==> config.mk <==
export PLATFORM = sky130hd
export DESIGN_NAME = mips_cpu_hilo_issue
export DESIGN_NICKNAME = d
export VERILOG_FILES = /design/src/rtl/mips_cpu_hilo_pkg.sv /design/src/rtl/mips_cpu_hilo_issue.sv
export SDC_FILE = /design/constraint.sdc
export NUM_CORES = 1
export LEC_CHECK = 0
export ABC_AREA = 0
export BUFFER_PORTS_ARGS = -buffer_cell sky130_fd_sc_hd__buf_4
export CELL_PAD_IN_SITES_DETAIL_PLACEMENT = 0
export CELL_PAD_IN_SITES_GLOBAL_PLACEMENT = 1
export CORE_MARGIN = 4
export CORE_UTILIZATION = 37
export CTS_CLUSTER_SIZE = 24
export DETAILED_ROUTE_END_ITERATION = 12
export GPL_ROUTABILITY_DRIVEN = 0
export PLACE_DENSITY_LB_ADDON = 0.1
export SYNTH_ARGS = -nofsm -noshare
export SYNTH_HDL_FRONTEND = slang
export SYNTH_SLANG_ARGS = --single-unit
==> constraint.sdc <==
create_clock -name clk -period 4.3 [get_ports clk]
set_input_delay 0.43 -clock clk [delete_from_list [all_inputs] [get_ports clk]]
set_output_delay 0.43 -clock clk [all_outputs]
set_load 0.1 [all_outputs]
==> src/rtl/mips_cpu_hilo_pkg.sv <==
// Shared definitions for the HI/LO issue controller.
//   - Funct codes of the HI/LO-class instructions, plus FN_NOP, which is the
//     neutral opcode the multiply/divide unit ignores.
//   - State type of the issue sequencer.
package mips_cpu_hilo_pkg;

    localparam logic [5:0] FN_NOP   = 6'b000000;
    localparam logic [5:0] FN_MFHI  = 6'b010000;
    localparam logic [5:0] FN_MTHI  = 6'b010001;
    localparam logic [5:0] FN_MFLO  = 6'b010010;
    localparam logic [5:0] FN_MTLO  = 6'b010011;
    localparam logic [5:0] FN_MULT  = 6'b011000;
    localparam logic [5:0] FN_MULTU = 6'b011001;
    localparam logic [5:0] FN_DIV   = 6'b011010;
    localparam logic [5:0] FN_DIVU  = 6'b011011;

    typedef enum logic [2:0] {
        ST_IDLE,
        ST_MT,
        ST_MULT,
        ST_DIV_START,
        ST_DIV_RUN,
        ST_DIV_FIN
    } hilo_issue_state_t;

endpackage

==> src/rtl/mips_cpu_hilo_issue.sv <==
// Issue/sequencing controller between decode/execute and the HI/LO
// multiply-divide unit. Accepts mthi/mtlo/mult/multu/div/divu/mfhi/mflo,
// drives the unit's opcode/a/b/valid_in for as long as each operation needs,
// stalls decode while busy and returns mfhi/mflo data.
//
// Ports:
//   clk, reset       clock; asynchronous active-low reset
//   instr_valid      decode presents a HI/LO-class instruction
//   funct            instruction funct field
//   rs_val, rt_val   operands
//   stall            combinational: instr_valid while not idle
//   busy             sequencer not idle
//   mf_valid         one-cycle pulse, mf_result valid
//   mf_result        mfhi/mflo data
//   err              sticky divide-timeout flag
//   hilo_opcode      opcode to the unit (FN_NOP when idle)
//   hilo_a, hilo_b   operands to the unit
//   hilo_valid_in    divide start strobe to the unit
//   hilo_valid_out   divide completion from the unit
//   hi_reg, lo_reg   unit's HI/LO registers
module mips_cpu_hilo_issue
    import mips_cpu_hilo_pkg::*;
#(
    parameter int unsigned MULT_CYCLES = 2,
    parameter int unsigned DIV_TIMEOUT = 48
) (
    input  logic        clk,
    input  logic        reset,
    input  logic        instr_valid,
    input  logic [5:0]  funct,
    input  logic [31:0] rs_val,
    input  logic [31:0] rt_val,
    output logic        stall,
    output logic        busy,
    output logic        mf_valid,
    output logic [31:0] mf_result,
    output logic        err,
    output logic [5:0]  hilo_opcode,
    output logic [31:0] hilo_a,
    output logic [31:0] hilo_b,
    output logic        hilo_valid_in,
    input  logic        hilo_valid_out,
    input  logic [31:0] hi_reg,
    input  logic [31:0] lo_reg
);

    localparam int unsigned CNT_W  = (MULT_CYCLES > 1) ? $clog2(MULT_CYCLES) : 1;
    localparam int unsigned TCNT_W = (DIV_TIMEOUT > 1) ? $clog2(DIV_TIMEOUT) : 1;

    hilo_issue_state_t state_q, state_d;
    logic [CNT_W-1:0]  cnt_q, cnt_d;
    logic [TCNT_W-1:0] tcnt_q, tcnt_d;
    logic [5:0]        opcode_q, opcode_d;
    logic [31:0]       a_q, a_d;
    logic [31:0]       b_q, b_d;
    logic              vin_q, vin_d;
    logic              mfv_q, mfv_d;
    logic [31:0]       mfr_q, mfr_d;
    logic              err_q, err_d;

    always_comb begin
        state_d  = state_q;
        cnt_d    = cnt_q;
        tcnt_d   = tcnt_q;
        opcode_d = opcode_q;
        a_d      = a_q;
        b_d      = b_q;
        vin_d    = 1'b0;
        mfv_d    = 1'b0;
        mfr_d    = mfr_q;
        err_d    = err_q;

        case (state_q)
            ST_IDLE: begin
                if (instr_valid) begin
                    case (funct)
                        FN_MTHI, FN_MTLO: begin
                            opcode_d = funct;
                            a_d      = rs_val;
                            state_d  = ST_MT;
                        end
                        FN_MULT, FN_MULTU: begin
                            opcode_d = funct;
                            a_d      = rs_val;
                            b_d      = rt_val;
                            cnt_d    = CNT_W'(MULT_CYCLES - 1);
                            state_d  = ST_MULT;
                        end
                        FN_DIV, FN_DIVU: begin
                            opcode_d = funct;
                            a_d      = rs_val;
                            b_d      = rt_val;
                            vin_d    = 1'b1;
                            state_d  = ST_DIV_START;
                        end
                        FN_MFHI: begin
                            mfv_d = 1'b1;
                            mfr_d = hi_reg;
                        end
                        FN_MFLO: begin
                            mfv_d = 1'b1;
                            mfr_d = lo_reg;
                        end
                        default: ;
                    endcase
                end
            end
            ST_MT: begin
                opcode_d = FN_NOP;
                state_d  = ST_IDLE;
            end
            ST_MULT: begin
                if (cnt_q == '0) begin
                    opcode_d = FN_NOP;
                    state_d  = ST_IDLE;
                end else begin
                    cnt_d = cnt_q - CNT_W'(1);
                end
            end
            ST_DIV_START: begin
                // valid_out may still be high from the previous divide, so it
                // is not looked at until the unit has seen this start.
                tcnt_d  = '0;
                state_d = ST_DIV_RUN;
            end
            ST_DIV_RUN: begin
                if (hilo_valid_out) begin
                    state_d = ST_DIV_FIN;
                end else if (tcnt_q == TCNT_W'(DIV_TIMEOUT - 1)) begin
                    err_d    = 1'b1;
                    opcode_d = FN_NOP;
                    state_d  = ST_IDLE;
                end else begin
                    tcnt_d = tcnt_q + TCNT_W'(1);
                end
            end
            ST_DIV_FIN: begin
                // Opcode and operands stay up through the unit's finish cycle
                // (signed divide fixes up signs from a there).
                opcode_d = FN_NOP;
                state_d  = ST_IDLE;
            end
            default: begin
                opcode_d = FN_NOP;
                state_d  = ST_IDLE;
            end
        endcase
    end

    always_ff @(posedge clk or negedge reset) begin
        if (!reset) begin
            state_q  <= ST_IDLE;
            cnt_q    <= '0;
            tcnt_q   <= '0;
            opcode_q <= FN_NOP;
            a_q      <= '0;
            b_q      <= '0;
            vin_q    <= 1'b0;
            mfv_q    <= 1'b0;
            mfr_q    <= '0;
            err_q    <= 1'b0;
        end else begin
            state_q  <= state_d;
            cnt_q    <= cnt_d;
            tcnt_q   <= tcnt_d;
            opcode_q <= opcode_d;
            a_q      <= a_d;
            b_q      <= b_d;
            vin_q    <= vin_d;
            mfv_q    <= mfv_d;
            mfr_q    <= mfr_d;
            err_q    <= err_d;
        end
    end

    assign busy          = (state_q != ST_IDLE);
    assign stall         = instr_valid && busy;
    assign mf_valid      = mfv_q;
    assign mf_result     = mfr_q;
    assign err           = err_q;
    assign hilo_opcode   = opcode_q;
    assign hilo_a        = a_q;
    assign hilo_b        = b_q;
    assign hilo_valid_in = vin_q;

endmodule

==> flow_summary_export.csv, run 1 <==
group,metric,value,unit
cells_and_area,drive_above_1_share,56.2,%
cts,clk_pin_slew,0.05,ns
cts,cts_setup_buffers,0,
yosys,synthFlopType,"sky130_fd_sc_hd__dfrtp_1",
cts,clockBufferDepth,2,
yosys,syn_inst,366,
floorplanning,core_footprint,12700,µm²
critical_path,setup.worst_path.start_class,"register",
timing,tightest_slew_margin_relative_to_the_limit,33.9,%
grt,grt_start_max_net_pins,66,
detailed_routing,first_iter_violations,228,
cts,hold_buffers,0,
detailed_routing,avgRoutedWirePerCell,16.4,µm
detailed_routing,routed_via_density,4.76,
detailed_routing,routed-via-count,3799,
cts,cts_tree,"built",
yosys,synth.cell_area,4810,µm²
yosys,synthesis.yosys.warnings,0,
grt,globalRouteOverflowTotal,0,
cts,ctsHtreeMaxLevel,4,
detailed_routing,drc,0,
grt,grt_first_pass_wirelength,20.1,mm
timing,whs,0.0894,ns
yosys,synth-edff-count,0,
cts,cts-buffers-inserted,17,
timing,setup_violations,0,
outcome,run_status,"complete, no violations",
critical_path,crit_type,"reg2reg",
yosys,async_reset_ff_share,100,%
yosys,syn_nets,505,
yosys,synth_sequential_area_ratio,59.8,%
grt,global_route.usage.total,17.6,%
timing,maxSlewViolCount,0,
critical_path,crit_path_end_kind,"register",
grt,grt_antenna_before_repair,0,
cells_and_area,antenna_cells,0,
run,timing.max_cap.violations,0,
cells_and_area,final.fill_count,1097,
timing,timing_worst_slew_pin_value,0.991,ns
cts,insertion_delay,0.41,ns
min_path,worstHoldPathType,"in2async",
cts,cts.sinks,115,
timing,timing.final.crit_period,2.20,ns
cells_and_area,final_net_count,752,
timing,fin_setup_tns,0,ns
floorplanning,die_y,122,µm
grt,grt_pass1_vias,3949,
timing,grt_setup_unrepaired,"false",
floorplanning,i_o_pin_count,245,
critical_path,critical_path_at,2.49,ns
yosys,netlist_top_cells_area,"sky130_fd_sc_hd__dfrtp_1 (60%), sky130_fd_sc_hd__mux2_4 (9.1%), sky130_fd_sc_hd__mux2_2 (8.2%)",
detailed_routing,drt_pre_antenna_iters,4,
yosys,postSynthAreaPerCell,13.1,µm²
yosys,yosysUniqueCellTypes,42,
yosys,synth_commonest_cells,"sky130_fd_sc_hd__dfrtp_1 (115), sky130_fd_sc_hd__nand2_1 (37), sky130_fd_sc_hd__mux2_2 (35)",
yosys,post-synth-top-area-cell,"sky130_fd_sc_hd__dfrtp_1",
critical_path,maximum_fanout_along_the_worst_path,33,
yosys,register_bit_count_reported_by_yosys,115,
timing,finalCritPeriodShare,51.3,%
placed_design,placement.io_buffers,244,
cells_and_area,area_growth,54.4,%
cts,cts_repair_resize_count,0,
yosys,synth.most_common_cell,"sky130_fd_sc_hd__dfrtp_1",
detailed_routing,finalWirelength,13.1,mm
floorplanning,floorplan.die_area,14900,µm²
yosys,synth_top_area_share,59.8,%
floorplanning,initial_cell_density_of_the_core,38.0,%
timing,final-hold-violation-count,0,
floorplanning,die_w,122,µm
floorplanning,num_rows,41,
detailed_routing,ant_nets,0,
timing,fmax,454,MHz
placed_design,place.detailed.hpwl,9.81,mm
cts,ctsRootBufferMaster,"sky130_fd_sc_hd__clkbuf_16",
critical_path,data_required_time_of_the_worst_path,4.59,ns
timing,final_clock_skew,0.00486,ns
metal layers:
metal	vias up	track usage [%]	part of all wire, %
met5	-	0	0
met1	1801	21.2	40
li1	1810	-	-
met4	0	8.47	2.5
met2	162	28.4	49
met3	26	6.13	9.0
registers in the layout, indices dropped and copies added (netlist names):
| register | flops |
|---|---|
| state_q | 3 |
| mf_valid | 1 |
| cnt_q | 1 |
| hilo_a | 32 |
| mf_result | 32 |
| hilo_valid_in | 1 |
| tcnt_q | 6 |
| hilo_opcode | 6 |
| err | 1 |
| hilo_b | 32 |
layout make-up:
type	instances	area [µm²]	share of cell area (%)
Sequential cell	115	2880	38.7
Multi-Input combinational cell	221	1770	23.8
Clock buffer	21	460	6.20
Timing Repair Buffer	249	1870	25.2
Clock inverter	11	205	2.76
Tap cell	172	215	2.90
Inverter	9	33.8	0.455
kinds of logic (layout without fill, tap and decap cells):
kind of cell | Yosys count | in the layout | synth area share [%]
xor gates and xnor gates | 2 | 2 | 0.364
muxes | 68 | 68 | 18.1
buffers and inverters | 30 | 290 | 3.48
AOI/OAI and AO/OA | 78 | 78 | 9.73
adders and majority gates | 1 | 1 | 0.260
and+or+nand+nor | 72 | 72 | 8.24
DFF | 115 | 115 | 59.8
placed cells by master (no fill, tap or decap), types with 2 or more instances in the layout:
master,count
sky130_fd_sc_hd__nand2_1,37
sky130_fd_sc_hd__xor2_1,2
sky130_fd_sc_hd__nand3_1,7
sky130_fd_sc_hd__clkinv_2,5
sky130_fd_sc_hd__nand4_1,2
sky130_fd_sc_hd__mux2_2,35
sky130_fd_sc_hd__o21ai_0,30
sky130_fd_sc_hd__a21oi_1,2
sky130_fd_sc_hd__and2_1,2
sky130_fd_sc_hd__dfrtp_1,115
sky130_fd_sc_hd__nand2b_1,2
sky130_fd_sc_hd__o22ai_1,32
sky130_fd_sc_hd__clkbuf_1,2
sky130_fd_sc_hd__clkbuf_8,2
sky130_fd_sc_hd__mux2i_1,3
sky130_fd_sc_hd__clkbuf_16,17
sky130_fd_sc_hd__o211ai_1,3
sky130_fd_sc_hd__mux2_4,29
sky130_fd_sc_hd__bufinv_16,6
sky130_fd_sc_hd__and3_1,2
sky130_fd_sc_hd__nor2_1,8
sky130_fd_sc_hd__nor3_4,2
sky130_fd_sc_hd__buf_4,249
sky130_fd_sc_hd__inv_1,8
sky130_fd_sc_hd__o21ai_1,5
worst max-delay path, cell delays in order, from the launching register on:
cell                      delay [ns]
sky130_fd_sc_hd__dfrtp_1        0.52
sky130_fd_sc_hd__nor3_4         0.34
sky130_fd_sc_hd__and2_4         0.22
sky130_fd_sc_hd__nand3_4        0.47
sky130_fd_sc_hd__mux2_4         0.50
stage by stage:
stage / instance area, µm² / setup slack (ns) / utilization, % / cells
finish: 7430 / 2.10 / 58.6 / 798
global route: 7430 / 1.94 / 58.6 / 798
CTS: 7430 / 2.06 / 58.6 / 798
detailed placement: 6760 / 2.00 / 53.4 / 766
global placement: 6760 / 2.07 / 53.4 / 766
floorplan: 4810 / 2.28 / - / 366
worst paths after layout:
check                           slack [ns]                      start                   endpoint  cells past startpoint
worst max-delay path                  2.10     state_q[1]$_DFFE_PN0P_     hilo_b[23]$_DFFE_PN0P_                      4
worst min-delay path                  0.09                      reset     hilo_b[17]$_DFFE_PN0P_                      1
worst max register to register        2.10     state_q[1]$_DFFE_PN0P_     hilo_b[23]$_DFFE_PN0P_                      4
worst min register to register        0.48  mf_result[13]$_DFFE_PN0P_  mf_result[13]$_DFFE_PN0P_                      2
max in group asynchronous             3.24                      reset  mf_result[27]$_DFFE_PN0P_                      2
min in group clk                      0.25                  rs_val[7]      hilo_a[7]$_DFFE_PN0P_                      2
Power of run 1 is left out: the tool's default activity adds up to more than one toggle a clock period on the data nets, which glitch-free logic cannot reach.
==> run 2, diff against run 1 <==
--- a/config.mk
+++ b/config.mk
@@ -10,7 +10,7 @@
 export CELL_PAD_IN_SITES_DETAIL_PLACEMENT = 0
 export CELL_PAD_IN_SITES_GLOBAL_PLACEMENT = 1
 export CORE_MARGIN = 4
-export CORE_UTILIZATION = 37
+export CORE_UTILIZATION = 31
 export CTS_CLUSTER_SIZE = 24
 export DETAILED_ROUTE_END_ITERATION = 12
 export GPL_ROUTABILITY_DRIVEN = 0
==> constraint.sdc (replaced) <==
create_clock -name clk -period 2 [get_ports clk]
set_input_delay 0.2 -clock clk [delete_from_list [all_inputs] [get_ports clk]]
set_output_delay 0.2 -clock clk [all_outputs]
set_load 0.1 [all_outputs]
==> run 2 against run 1 <==
  * Die area is 18% higher
  * Critical path depth rose by 1
  * First-iteration DRC count fell by 60%
  * Core utilization shrank 8.7 points
  * Fmax up 19%
  * Critical endpoint is now hilo_a[25]$_DFFE_PN0P_
  * Highest routed layer unchanged
==> flow_summary_export.csv, run 2 (same netlist as run 1, synthesis figures left out) <==
group,metric,value,unit
grt,globalRouteOverflowTotal,0,
floorplanning,i_o_pin_count,245,
cells_and_area,area_growth,57.7,%
timing,finalCritPeriodShare,92.3,%
detailed_routing,wl_met2,6.48,mm
detailed_routing,drc,0,
cells_and_area,area.sequential,2880,µm²
critical_path,timing.critical_path.buf_inv,2,
cells_and_area,antenna_cells,0,
min_path,worstHoldPathType,"in2reg",
timing,fin_setup_tns,0,ns
critical_path,maximum_fanout_along_the_worst_path,14,
detailed_routing,route.layer.met1.wl,5.71,mm
detailed_routing,routed_via_density,4.58,
detailed_routing,drt_pre_antenna_iters,4,
critical_path,crit_chain,"nor3_4 > inv_4 > nor3_4 > buf_4 > mux2_2",
critical_path,crit_type,"reg2reg",
cells_and_area,layout.cells.most_common,"sky130_fd_sc_hd__buf_4",
detailed_routing,first_iter_violations,91,
critical_path,data_required_time_of_the_worst_path,2.29,ns
detailed_routing,detailroute.wirelength.met3,1.23,mm
timing,final-hold-violation-count,0,
outcome,run_status,"complete, no violations",
cells_and_area,final_net_count,768,
cts,cts_tree,"built",
timing,tightest_slew_margin_relative_to_the_limit,62.1,%
run,timing.max_cap.violations,0,
detailed_routing,avgRoutedWirePerCell,16.4,µm
floorplanning,floorplan.die_area,17600,µm²
grt,grt_pass1_vias,4034,
timing,timing.final.crit_period,1.85,ns
cts,insertion_delay,0.41,ns
timing,grt_setup_unrepaired,"false",
placed_design,placement.io_buffers,244,
critical_path,setup.worst_path.start_class,"register",
cts,cts-buffers-inserted,17,
critical_path,crit_path_end_kind,"register",
placed_design,place.detailed.hpwl,10.2,mm
grt,global_route.usage.total,15.7,%
timing,final_clock_skew,0.0120,ns
timing,setup_violations,0,
cts,clk_pin_slew,0.06,ns
cells_and_area,drive_above_1_share,56.2,%
critical_path,critical_path_at,2.13,ns
timing,timing_worst_slew_pin_value,0.569,ns
floorplanning,die_w,133,µm
detailed_routing,routed.top_layer,"met4",
cts,ctsHtreeMaxLevel,4,
timing,fmax,541,MHz
detailed_routing,routed-via-count,3804,
cts,clockBufferDepth,2,
detailed_routing,finalWirelength,13.6,mm
cts,cts_repair_resize_count,0,
grt,grt_start_max_net_pins,66,
floorplanning,initial_cell_density_of_the_core,31.6,%
cts,ctsRootBufferMaster,"sky130_fd_sc_hd__clkbuf_16",
detailed_routing,ant_nets,0,
grt,grt_antenna_before_repair,0,
critical_path,critPathTopFamily,"simple AND/OR/NAND/NOR gates",
cells_and_area,multi_input_area,1770,µm²
timing,maxSlewViolCount,0,
floorplanning,die_y,133,µm
floorplanning,num_rows,45,
critical_path,cp_slowest_cell,"sky130_fd_sc_hd__dfrtp_1",
cells_and_area,mostFrequentLayoutCells,"sky130_fd_sc_hd__buf_4 (251), sky130_fd_sc_hd__dfrtp_1 (115), sky130_fd_sc_hd__nand2_1 (37)",
grt,grt_first_pass_wirelength,21.5,mm
critical_path,cp_slowest_stage_delay,0.45,ns
cts,cts.sinks,115,
critical_path,critical-path-top-cell-by-count,"sky130_fd_sc_hd__nor3_4",
cells_and_area,final.fill_count,1386,
floorplanning,core_footprint,15200,µm²
-- run 2: cell types whose count changed in the layout (fill, tap and decap cells not counted), moves of 2 or more --
cell,delta
sky130_fd_sc_hd__bufinv_16,-4
sky130_fd_sc_hd__buf_4,+2
sky130_fd_sc_hd__clkinv_2,-2
sky130_fd_sc_hd__clkinvlp_4,+5
sky130_fd_sc_hd__buf_12,+5
sky130_fd_sc_hd__dlygate4sd3_1,+9
sky130_fd_sc_hd__clkbuf_1,-2
-- run 2: per-layer routing --
metal,GRT usage [%],up-vias
li1,-,1837
met1,19.2,1786
met2,25.1,165
met3,6.39,16
met4,5.54,0
met5,0,-
-- run 2: worst paths after layout --
| kind | from | endpoint | slack [ns] | depth (start not counted) |
|---|---|---|---|---|
| max in group asynchronous | reset | hilo_b[19]$_DFFE_PN0P_ | 1.07 | 3 |
| hold reg to reg | err$_DFFE_PN0P_ | err$_DFFE_PN0P_ | 0.47 | 1 |
| setup / recovery | state_q[2]$_DFFE_PN0P_ | hilo_a[25]$_DFFE_PN0P_ | 0.15 | 5 |
| setup reg to reg | state_q[2]$_DFFE_PN0P_ | hilo_a[25]$_DFFE_PN0P_ | 0.15 | 5 |
| hold / removal | rs_val[18] | hilo_a[18]$_DFFE_PN0P_ | 0.02 | 2 |
| min in group asynchronous | reset | hilo_a[15]$_DFFE_PN0P_ | 0.30 | 2 |
-- run 2: what timing repair did --
action,in CTS,in global routing
hold buffers,5,4
hold endpoints to repair,36,4
setup buffers,0,0
-- run 2: per-stage QoR --
step | setup slack (ns) | cell area (µm²) | utilization, % | instances | hold WS (ns)
after global placement | 0.218 | 6900 | 45.4 | 789 | 0.191
after global routing | 0.0157 | 7590 | 49.9 | 830 | -0.00265
final | 0.153 | 7590 | 49.9 | 830 | 0.0223
after detailed placement | 0.156 | 6900 | 45.4 | 789 | 0.194
after CTS | 0.134 | 7550 | 49.6 | 826 | 0.000839
after floorplan | 0.0568 | 4810 | - | 366 | -0.0956
-- run 2: area by class of cell --
type                       instances  area share, %
inverter                           9          0.478
timing repair buffer             265           27.3
clock inverter                    12           1.72
clock buffer                      20           6.15
tap                              188           3.10
multi-input combinational        221           23.3
sequential                       115           37.9
Power of run 2 is left out for the same reason.
